--- config.mk ---
export PLATFORM = sky130hd
export DESIGN_NAME = mm_sequencer
export DESIGN_NICKNAME = d
export VERILOG_FILES = /design/src/rtl/mm_sequencer.sv
export SDC_FILE = /design/constraint.sdc
export NUM_CORES = 1
export LEC_CHECK = 0
export CAP_MARGIN = 20
export CORE_ASPECT_RATIO = 1.75
export CORE_UTILIZATION = 30
export DETAILED_ROUTE_END_ITERATION = 7
export PLACE_DENSITY = 0.49
export SYNTH_ARGS = -nofsm -noshare
export SYNTH_HDL_FRONTEND = slang
export SYNTH_SLANG_ARGS = --single-unit
--- constraint.sdc ---
create_clock -name clk -period 9.45 [get_ports clk]
set_input_delay 1.89 -clock clk [delete_from_list [all_inputs] [get_ports clk]]
set_output_delay 1.89 -clock clk [all_outputs]
set_load 0.1 [all_outputs]
--- src/rtl/mm_sequencer.sv ---
// rtl/mm_sequencer.sv - read/accumulate/write sequencer for an NxN matrix multiply C = A x B
//
// Ports:
//   clk            single rising-edge clock
//   rst            synchronous active-high reset; aborts any run in progress
//   start          request one full run (sampled only while idle)
//   busy           high from the first issue cycle through the done cycle
//   done           one-cycle pulse at run completion
//   rd_en          read enable for MEM_A and MEM_B (data returns one cycle later)
//   addr_a         MEM_A read address {i,k}
//   addr_b         MEM_B read address {k,j}
//   a_data/b_data  MEM_A / MEM_B read data
//   we_c           MEM_C write enable, one cycle per C element
//   addr_c         MEM_C write address {i,j}
//   c_data         MEM_C write data, straight from the accumulator register
module mm_sequencer #(
  parameter int DIM_LOG2 = 6,
  parameter int DW       = 8,
  parameter int CW       = 22
) (
  input  logic                  clk,
  input  logic                  rst,
  input  logic                  start,
  output logic                  busy,
  output logic                  done,
  output logic                  rd_en,
  output logic [2*DIM_LOG2-1:0] addr_a,
  output logic [2*DIM_LOG2-1:0] addr_b,
  input  logic [DW-1:0]         a_data,
  input  logic [DW-1:0]         b_data,
  output logic                  we_c,
  output logic [2*DIM_LOG2-1:0] addr_c,
  output logic [CW-1:0]         c_data
);

  localparam int AW = 2 * DIM_LOG2;
  localparam int IW = 3 * DIM_LOG2;
  localparam logic [IW-1:0] IDX_ONE = IW'(1);

  typedef enum logic [1:0] {S_IDLE, S_RUN, S_DRAIN, S_DONE} state_t;

  state_t          r_state;
  logic [IW-1:0]   r_idx;      // {i,j,k} of the element being issued this cycle
  logic            r_drain;
  logic            r_busy;
  logic            r_done;
  logic            r_rd_en;

  // Stage 1: tags travelling alongside the read data that arrives this cycle
  logic            r_p1_valid;
  logic            r_p1_first;
  logic            r_p1_last;
  logic [AW-1:0]   r_p1_ij;

  logic [CW-1:0]   r_acc;
  logic            r_we_c;
  logic [AW-1:0]   r_addr_c;

  logic [DIM_LOG2-1:0] w_i;
  logic [DIM_LOG2-1:0] w_j;
  logic [DIM_LOG2-1:0] w_k;
  logic [2*DW-1:0]     w_prod_raw;
  logic [CW-1:0]       w_prod;

  assign w_i = r_idx[IW-1 -: DIM_LOG2];
  assign w_j = r_idx[AW-1 -: DIM_LOG2];
  assign w_k = r_idx[DIM_LOG2-1:0];

  assign w_prod_raw = {{DW{1'b0}}, a_data} * {{DW{1'b0}}, b_data};
  assign w_prod     = {{(CW-2*DW){1'b0}}, w_prod_raw};

  assign busy   = r_busy;
  assign done   = r_done;
  assign rd_en  = r_rd_en;
  assign addr_a = {w_i, w_k};
  assign addr_b = {w_k, w_j};
  assign we_c   = r_we_c;
  assign addr_c = r_addr_c;
  assign c_data = r_acc;

  // Control FSM. The single {i,j,k} counter wraps back to zero on the last
  // issue, so every run (and every idle period) starts from (0,0,0).
  always_ff @(posedge clk) begin
    if (rst) begin
      r_state <= S_IDLE;
      r_idx   <= '0;
      r_drain <= 1'b0;
      r_busy  <= 1'b0;
      r_done  <= 1'b0;
      r_rd_en <= 1'b0;
    end else begin
      case (r_state)
        S_IDLE: begin
          if (start) begin
            r_state <= S_RUN;
            r_idx   <= '0;
            r_busy  <= 1'b1;
            r_rd_en <= 1'b1;
          end
        end
        S_RUN: begin
          r_idx <= r_idx + IDX_ONE;
          if (&r_idx) begin
            r_state <= S_DRAIN;
            r_rd_en <= 1'b0;
            r_drain <= 1'b0;
          end
        end
        S_DRAIN: begin
          // Two cycles: one for the last read to return, one for the final write
          if (r_drain) begin
            r_state <= S_DONE;
            r_done  <= 1'b1;
          end else begin
            r_drain <= 1'b1;
          end
        end
        S_DONE: begin
          r_state <= S_IDLE;
          r_done  <= 1'b0;
          r_busy  <= 1'b0;
        end
        default: r_state <= S_IDLE;
      endcase
    end
  end

  // Accumulate pipeline: the write of element (i,j) and the k=0 load of the
  // next element land in the same cycle, so no bubble is needed between them.
  always_ff @(posedge clk) begin
    if (rst) begin
      r_p1_valid <= 1'b0;
      r_p1_first <= 1'b0;
      r_p1_last  <= 1'b0;
      r_p1_ij    <= '0;
      r_acc      <= '0;
      r_we_c     <= 1'b0;
      r_addr_c   <= '0;
    end else begin
      r_p1_valid <= r_rd_en;
      r_p1_first <= (w_k == '0);
      r_p1_last  <= &w_k;
      r_p1_ij    <= {w_i, w_j};
      if (r_p1_valid) begin
        r_acc <= r_p1_first ? w_prod : r_acc + w_prod;
      end
      r_we_c <= r_p1_valid & r_p1_last;
      if (r_p1_valid & r_p1_last) begin
        r_addr_c <= r_p1_ij;
      end
    end
  end

endmodule

==> metrics.md, run 1 <==
| Metric | Value |
|---|---|
| Core box area | `19100 sq um` |
| Post-CTS Repair Setup Buffers | `0` |
| Area growth syn-to-layout | `22.9%` |
| Slew HR | `0.323` |
| DR vias/cell | `a little under 5` |
| Syn avg cell area | `8.47 sq um` |
| Most common cell in the netlist | `nand2_1` |
| Top-area cell type share of the netlist area | `0.253` |
| RSZ-0062 raised after global routing | `no` |
| Fmax | `129 MHz` |
| Synth top cells by count | `nand2_1, dfxtp_1, nor2_1` |
| Fin cells | `1010` |
| Min-Delay Path Class | `flip-flop to flip-flop` |
| Leakage power | `a little over 3 nW` |
| Syn_nets | `a little over 800` |
| Status | `finished clean` |
| Startpoint types | `primary input` |
| Mapped cell area | `5860 sq um` |
| TNS Setup | `0 ns` |
| Routed WL | `15000 um` |
| CP required | `9.67 ns` |
| Async SR Flop Fraction | `0` |
| Maxcap violations | `0` |
| First-pass GRT wire length | `about 25000 um` |
| Via count | `4908` |
| Vias in the first global route | `5276` |
| VDD IR-drop max | `0.000166 V` |
| TritonCTS Sinks | `74` |
| Flops & latches, synth | `74` |
| YS warnings | `0` |
| Top cells by area, synth | `dfxtp_1, ha_1, fa_1` |
| Top_reg_cell synth | `dfxtp_1` |
| # placed instances | `994` |
| Min-delay src | `r_p1_ij[7]` |
| Critical path, cell by cell | `clkdlybuf4s50_1, nand2_1, fa_1, fa_1, inv_1, fa_1, inv_1, fa_1, inv_1, ha_1, inv_1, o21bai_1, a2111oi_2, o31ai_1, xor2_1, ha_1, and2_1, nand3_1, o31ai_1, xnor2_1, nor2_1, o41a_1` |
| Starting DRT DRC Count | `154` |
| Worst reg-to-reg setup slack | `6.82 ns` |
| Clk_skew | `0.00903 ns` |
| Largest net degree at the start of global routing | `59` |
| Worst-Skew Late Latency | `approximately 0.34 ns` |
| Clk root buf | `clkbuf_16` |
| Area leader, netlist | `dfxtp_1` |
| Fin crit share | `0.823` |
| Antenna Nets Post-Route | `0` |
| Initial antenna violation count | `0` |
| Worst-Margin Slew | `1.01 ns` |
| IO Pins | `81` |
| Standard-cell rows | `67` |
| H-tree levels | `3` |
| Nets | `slightly below 900` |
| Chip Height | `around 190 um` |
| Sequential area share after synthesis | `0.253` |
| Finish-stage setup viols | `0` |
| Final Hold Viols | `0` |
| # port buffers | `80` |
| Layout cells sized above 1 | `0.0377` |
| Power density cells | `roughly 250 nW/um^2` |
| Reg2Reg Launch Point | `c_data[0]` |
| Die ar. | `20100 sq um` |
| Gr ovfl total | `0` |
| Crit Path Class | `primary input to flip-flop` |
| Resize count post-CTS | `0` |
| TritonCTS clock tree | `done` |
| Worst-path clk slew | `0.06 ns` |
| DRT Pass-1 Iters | `4` |
| Ant. Diodes | `0` |
| Critical Path Source | `b_data[7]` |
| Worst stage delay on the critical path | `0.63 ns` |
| Gpl congestion | `about 0.85` |
| Max clock buf depth | `2` |
| DPL Wire Length | `11800 um` |
| CP endpoint kind | `flip-flop` |
| Hold buffer count at CTS | `0` |
| CP max stage cell | `clkdlybuf4s50_1` |
| TritonCTS buffer count | `9` |
| Synthesized instance count | `692` |
| Minimum clock period | `7.78 ns` |
| Routed length per placed instance | `14.9 um` |
| WP data arrival | `8.00 ns` |
| Unique masters post-synth | `56` |
| Die width | `108 um` |
| Initial Utilization | `0.306` |
| EDFF count, synth | `0` |
| DR DRC count | `0` |
| Global-route usage over all layers | `0.158` |
| Max-slew violation count | `0` |
| Crit Path Max Fanout | `8` |
## cells in the final DEF, fill, tap and decap left out, types with 16 or more instances in the layout
master / netlist / routed
o21ai_0: 16 / 16
clkdlybuf4s50_1: 0 / 79
inv_1: 61 / 61
nor2_1: 62 / 62
fa_1: 37 / 37
and2_1: 59 / 59
xor2_1: 20 / 20
dfxtp_1: 74 / 74
a21oi_1: 45 / 45
xnor2_1: 18 / 18
ha_1: 60 / 60
nand2_1: 75 / 75
## sequential cells by signal, summed over array words and instances (netlist names)
name,count
c_data,22
r_idx,18
addr_c,12
r_p1_ij,12
r_state,2
busy,1
done,1
r_drain,1
r_p1_first,1
r_p1_last,1
r_p1_valid,1
rd_en,1
we_c,1
## worst paths after layout
kind | endpoint | cells past startpoint
setup / recovery | c_data[14] | 22
setup reg to reg | c_data[14] | 9
hold / removal | addr_c[7] | 2
hold reg to reg | addr_c[7] | 2
## per-layer routing
layer,wire (um),share of wire,GRT usage
met1,5780,0.39,0.159
met2,8430,0.56,0.315
met3,499,0.033,0.0244
met4,299,0.020,0.0527
met5,0,0,0
## layout make-up
cell class,instances,area [sq um]
Clock inverter,6,90.1
Sequential cell,74,1480
Timing Repair Buffer,83,818
Multi-Input combinational cell,535,4040
Inverter,61,229
Tap cell,241,302
Fill cell,2010,11900
Clock buffer,10,239
## critical path, delay by kind of cell
| family | cells | cell delay, ns |
|---|---|---|
| XOR/XNOR | 2 | 0.37 |
| adder cells (fa/ha/maj) | 6 | 2.89 |
| buffers and inverters | 5 | 0.89 |
| AO/OA/AOI/OAI | 5 | 1.47 |
| AND/OR/NAND/NOR | 4 | 0.49 |
## cell families after synthesis
group	after synthesis	share of synthesized area
fa+ha+maj	97	0.255
mux	13	0.0224
xor+xnor	38	0.0568
buf+inv	83	0.0570
simple gates	272	0.229
flops	74	0.253
compound gates	115	0.127
## report_power, final
| group | internal (W) | switching, W | total [W] |
|---|---|---|---|
| logic | 0.000393 | 0.000666 | 0.00106 |
| clock network | 0.000239 | 0.000141 | 0.000380 |
| registers | 0.000336 | 0.0000228 | 0.000359 |
## per-stage QoR
stage	setup WS (ns)	util	hold slack, ns	instance area (sq um)	total power, W
2_1_floorplan	2.49	-	0.417	5860	0.00120
3_5_place_dp	1.28	0.360	0.433	6870	0.00143
4_1_cts	1.63	0.377	0.442	7200	0.00182
5_1_grt	1.24	0.377	0.455	7200	0.00194
3_3_place_gp	1.37	0.360	0.423	6870	0.00141
6_report	1.67	0.377	0.437	7200	0.00180
Power figures use the tool's default switching activity.
==> run 2, diff against run 1 <==
--- a/config.mk
+++ b/config.mk
@@ -9,7 +9,7 @@
 export CORE_ASPECT_RATIO = 1.75
 export CORE_UTILIZATION = 30
 export DETAILED_ROUTE_END_ITERATION = 7
-export PLACE_DENSITY = 0.49
+export PLACE_DENSITY = 0.51
 export SYNTH_ARGS = -nofsm -noshare
 export SYNTH_HDL_FRONTEND = slang
 export SYNTH_SLANG_ARGS = --single-unit
==> constraint.sdc (replaced) <==
create_clock -name clk -period 6.4 [get_ports clk]
set_input_delay 1.28 -clock clk [delete_from_list [all_inputs] [get_ports clk]]
set_output_delay 1.28 -clock clk [all_outputs]
set_load 0.1 [all_outputs]
==> metrics.md, run 2 (same netlist as run 1, synthesis figures left out) <==
| Metric | Value |
|---|---|
| Max-slew violation count | `0 (unchanged)` |
| CP endpoint kind | `flip-flop (unchanged)` |
| Critical path, cell by cell | `buf_2, and2_1, fa_1, fa_1, fa_1, inv_1, fa_1, inv_1, ha_4, inv_2, o21bai_2, a2111oi_4, buf_4, o31ai_4, xor2_1, ha_1, and2_4, nand3_4, o221a_4, o31ai_4, xnor2_1, nor2_1, o41a_1 (was clkdlybuf4s50_1, nand2_1, fa_1, fa_1, inv_1, fa_1, inv_1, fa_1, inv_1, ha_1, inv_1, o21bai_1, a2111oi_2, o31ai_1, xor2_1, ha_1, and2_1, nand3_1, o31ai_1, xnor2_1, nor2_1, o41a_1)` |
| Most Crowded Layer GR | `met2 (unchanged)` |
| Startpoint types | `primary input (unchanged)` |
| Fin area | `7990 sq um (was 7200 sq um)` |
| Leakage power | `3.50 nW (was 3.04 nW)` |
| WP data arrival | `6.45 ns (was 8.00 ns)` |
| Die ar. | `20100 sq um (unchanged)` |
| Final worst slack | `0.171 ns (was 1.67 ns)` |
| Fin cells | `1091 (was 1010)` |
| Area growth syn-to-layout | `36.4% (was 22.9%)` |
| Fmax | `around 160 MHz` |
| # port buffers | `80 (unchanged)` |
| Worst R2R Path Depth | `8 (was 9)` |
| CP required | `6.62 ns (was 9.67 ns)` |
| M3 GR Usage | `0.0213 (was 0.0244)` |
| Commonest cells after routing, fill and taps aside | `buf_4, nand2_1, dfxtp_1, clkdlybuf4s50_1, inv_1 (was clkdlybuf4s50_1, nand2_1, dfxtp_1, nor2_1, inv_1)` |
| Standard-cell rows | `67 (unchanged)` |
| Min-delay src | `r_p1_ij[2] (was r_p1_ij[7])` |
| Core box area | `19100 sq um (unchanged)` |
| Most used cell along the critical path | `fa_1` |
| # placed instances | `1069 (was 994)` |
| H-tree levels | `3 (unchanged)` |
| Worst-path clk slew | `0.06 ns (about the same)` |
| Starting DRT DRC Count | `161 (was 154)` |
| Placed Area | `7440 sq um (was 6870 sq um)` |
| Routed length per placed instance | `14.4 um (was 14.9 um)` |
| DPL Wire Length | `12300 um (was 11800 um)` |
| Largest net degree at the start of global routing | `37 (was 59)` |
| Clk root buf | `clkbuf_16 (unchanged)` |
| Reg2Reg Launch Point | `r_state[1] (was c_data[0])` |
| Routed WL | `15700 um (was 15000 um)` |
| Commonest non-fill, non-tap cell in the layout | `buf_4 (was clkdlybuf4s50_1)` |
| Largest register FFs | `22 (unchanged)` |
| First-pass GRT wire length | `26300 um (was 25200 um)` |
| Worst stage delay on the critical path | `0.56 ns (was 0.63 ns)` |
| Met2 GRT Util | `0.328 (was 0.315)` |
| Max clock buf depth | `2 (unchanged)` |
| Crit Path Max Fanout | `6 (was 8)` |
| Vias in the first global route | `5524 (was 5276)` |
| Hold slack | `0.433 ns (was 0.437 ns)` |
| CP max stage cell | `fa_1 (was clkdlybuf4s50_1)` |
| Finish-stage setup viols | `0 (unchanged)` |
| DR DRC count | `0 (unchanged)` |
| TritonCTS buffer count | `9 (unchanged)` |
| Fin crit share | `0.973` |
| Minimum clock period | `around 6.2 ns` |
| VDD IR-drop max | `0.000170 V (was 0.000166 V)` |
| Maxcap violations | `0 (unchanged)` |
| Nets | `963 (was 880)` |
| TritonCTS clock tree | `done (unchanged)` |
| Worst-Margin Slew | `1.02 ns (was 1.01 ns)` |
| Layout cells sized above 1 | `0.187 (was 0.0377)` |
| Initial Utilization | `0.306 (unchanged)` |
| Gpl congestion | `0.812 (was 0.852)` |
| Chip Height | `187 um (unchanged)` |
| Min-Delay Path Class | `flip-flop to flip-flop (unchanged)` |
| DR vias/cell | `4.74 (was 4.86)` |
| Hold EP | `addr_c[2] (was addr_c[7])` |
| Global-route usage over all layers | `0.166 (was 0.158)` |
| Placement Setup Slack | `-0.875 ns (was 1.28 ns)` |
| Worst reg-to-reg setup slack | `3.87 ns (was 6.82 ns)` |
| Status | `finished clean (unchanged)` |
| IO Pins | `81 (unchanged)` |
| Power density cells | `413 nW/um^2 (was 250 nW/um^2)` |
| Ant. Diodes | `0 (unchanged)` |
| Final Hold Viols | `0 (unchanged)` |
| TritonCTS Sinks | `74 (unchanged)` |
| Antenna Nets Post-Route | `0 (unchanged)` |
| Initial antenna violation count | `0 (unchanged)` |
| Hold Path Depth | `2 (unchanged)` |
| DRT Pass-1 Iters | `4 (unchanged)` |
| Clk_skew | `0.00758 ns (was 0.00903 ns)` |
| Met1 usage | `0.166 (was 0.159)` |
| Gr ovfl total | `0 (unchanged)` |
| Crit Path Class | `primary input to flip-flop (unchanged)` |
| Slew HR | `0.318 (was 0.323)` |
| Worst-Skew Late Latency | `0.34 ns (about the same)` |
| Die width | `108 um (unchanged)` |
| Terminus of the critical flop-to-flop path | `r_idx[15] (was c_data[14])` |
| Via count | `5176 (was 4908)` |
run 2: critical path, delay by kind of cell:
kind	cells	cell delay (ns)
buffers and inverters	5	0.53
AND/OR/NAND/NOR	4	0.49
AO/OA/AOI/OAI	6	1.20
XOR/XNOR	2	0.34
adder cells (fa/ha/maj)	6	2.60
run 2: what timing repair did:
| item | CTS | global route |
|---|---|---|
| hold buffers | 0 | 0 |
| setup buffers | 3 | 5 |
| pin swaps | 18 | 29 |
| endpoints found under the hold margin | 0 | 0 |
| resized for setup | 47 | 52 |
| setup endpoints to repair | 11 | 11 |
run 2: area by class of cell:
class	instances	area, sq um
Inverter	61	229
Timing Repair Buffer	166	1400
Tap cell	241	302
Clock inverter	5	81.3
Multi-Input combinational cell	535	4270
Sequential cell	74	1480
Fill cell	1972	11100
Clock buffer	9	225
run 2: power breakdown:
part / internal [W] / switching [W]
Clock: 0.000337 / 0.000197
Sequential: 0.000496 / 0.0000324
Combinational: 0.00105 / 0.00119
run 2: routing by layer:
metal / routed length (um) / up-vias
li1: - / 2625
met1: 5850 / 2455
met2: 9060 / 72
met3: 429 / 24
met4: 396 / 0
met5: 0 / -
run 2: metrics by stage:
step | setup TNS, ns | total power, W | utilization
3_3_place_gp | -8.78 | 0.00249 | 0.389
2_1_floorplan | 0 | 0.00177 | -
5_1_grt | -0.0335 | 0.00356 | 0.418
4_1_cts | 0 | 0.00313 | 0.410
6_report | 0 | 0.00330 | 0.418
3_5_place_dp | -8.99 | 0.00249 | 0.389
run 2: how the worst max path moves through the flow:
stage / from / endpoint / slack (ns) / depth (start not counted)
4_1_cts: a_data[1] / c_data[20] / 0.0003 / 25
3_3_place_gp: b_data[3] / c_data[14] / -0.88 / 22
2_1_floorplan: a_data[0] / c_data[20] / 0.05 / 24
3_5_place_dp: b_data[3] / c_data[14] / -0.88 / 22
6_report: a_data[2] / c_data[14] / 0.17 / 23
5_1_grt: b_data[2] / c_data[14] / -0.02 / 24
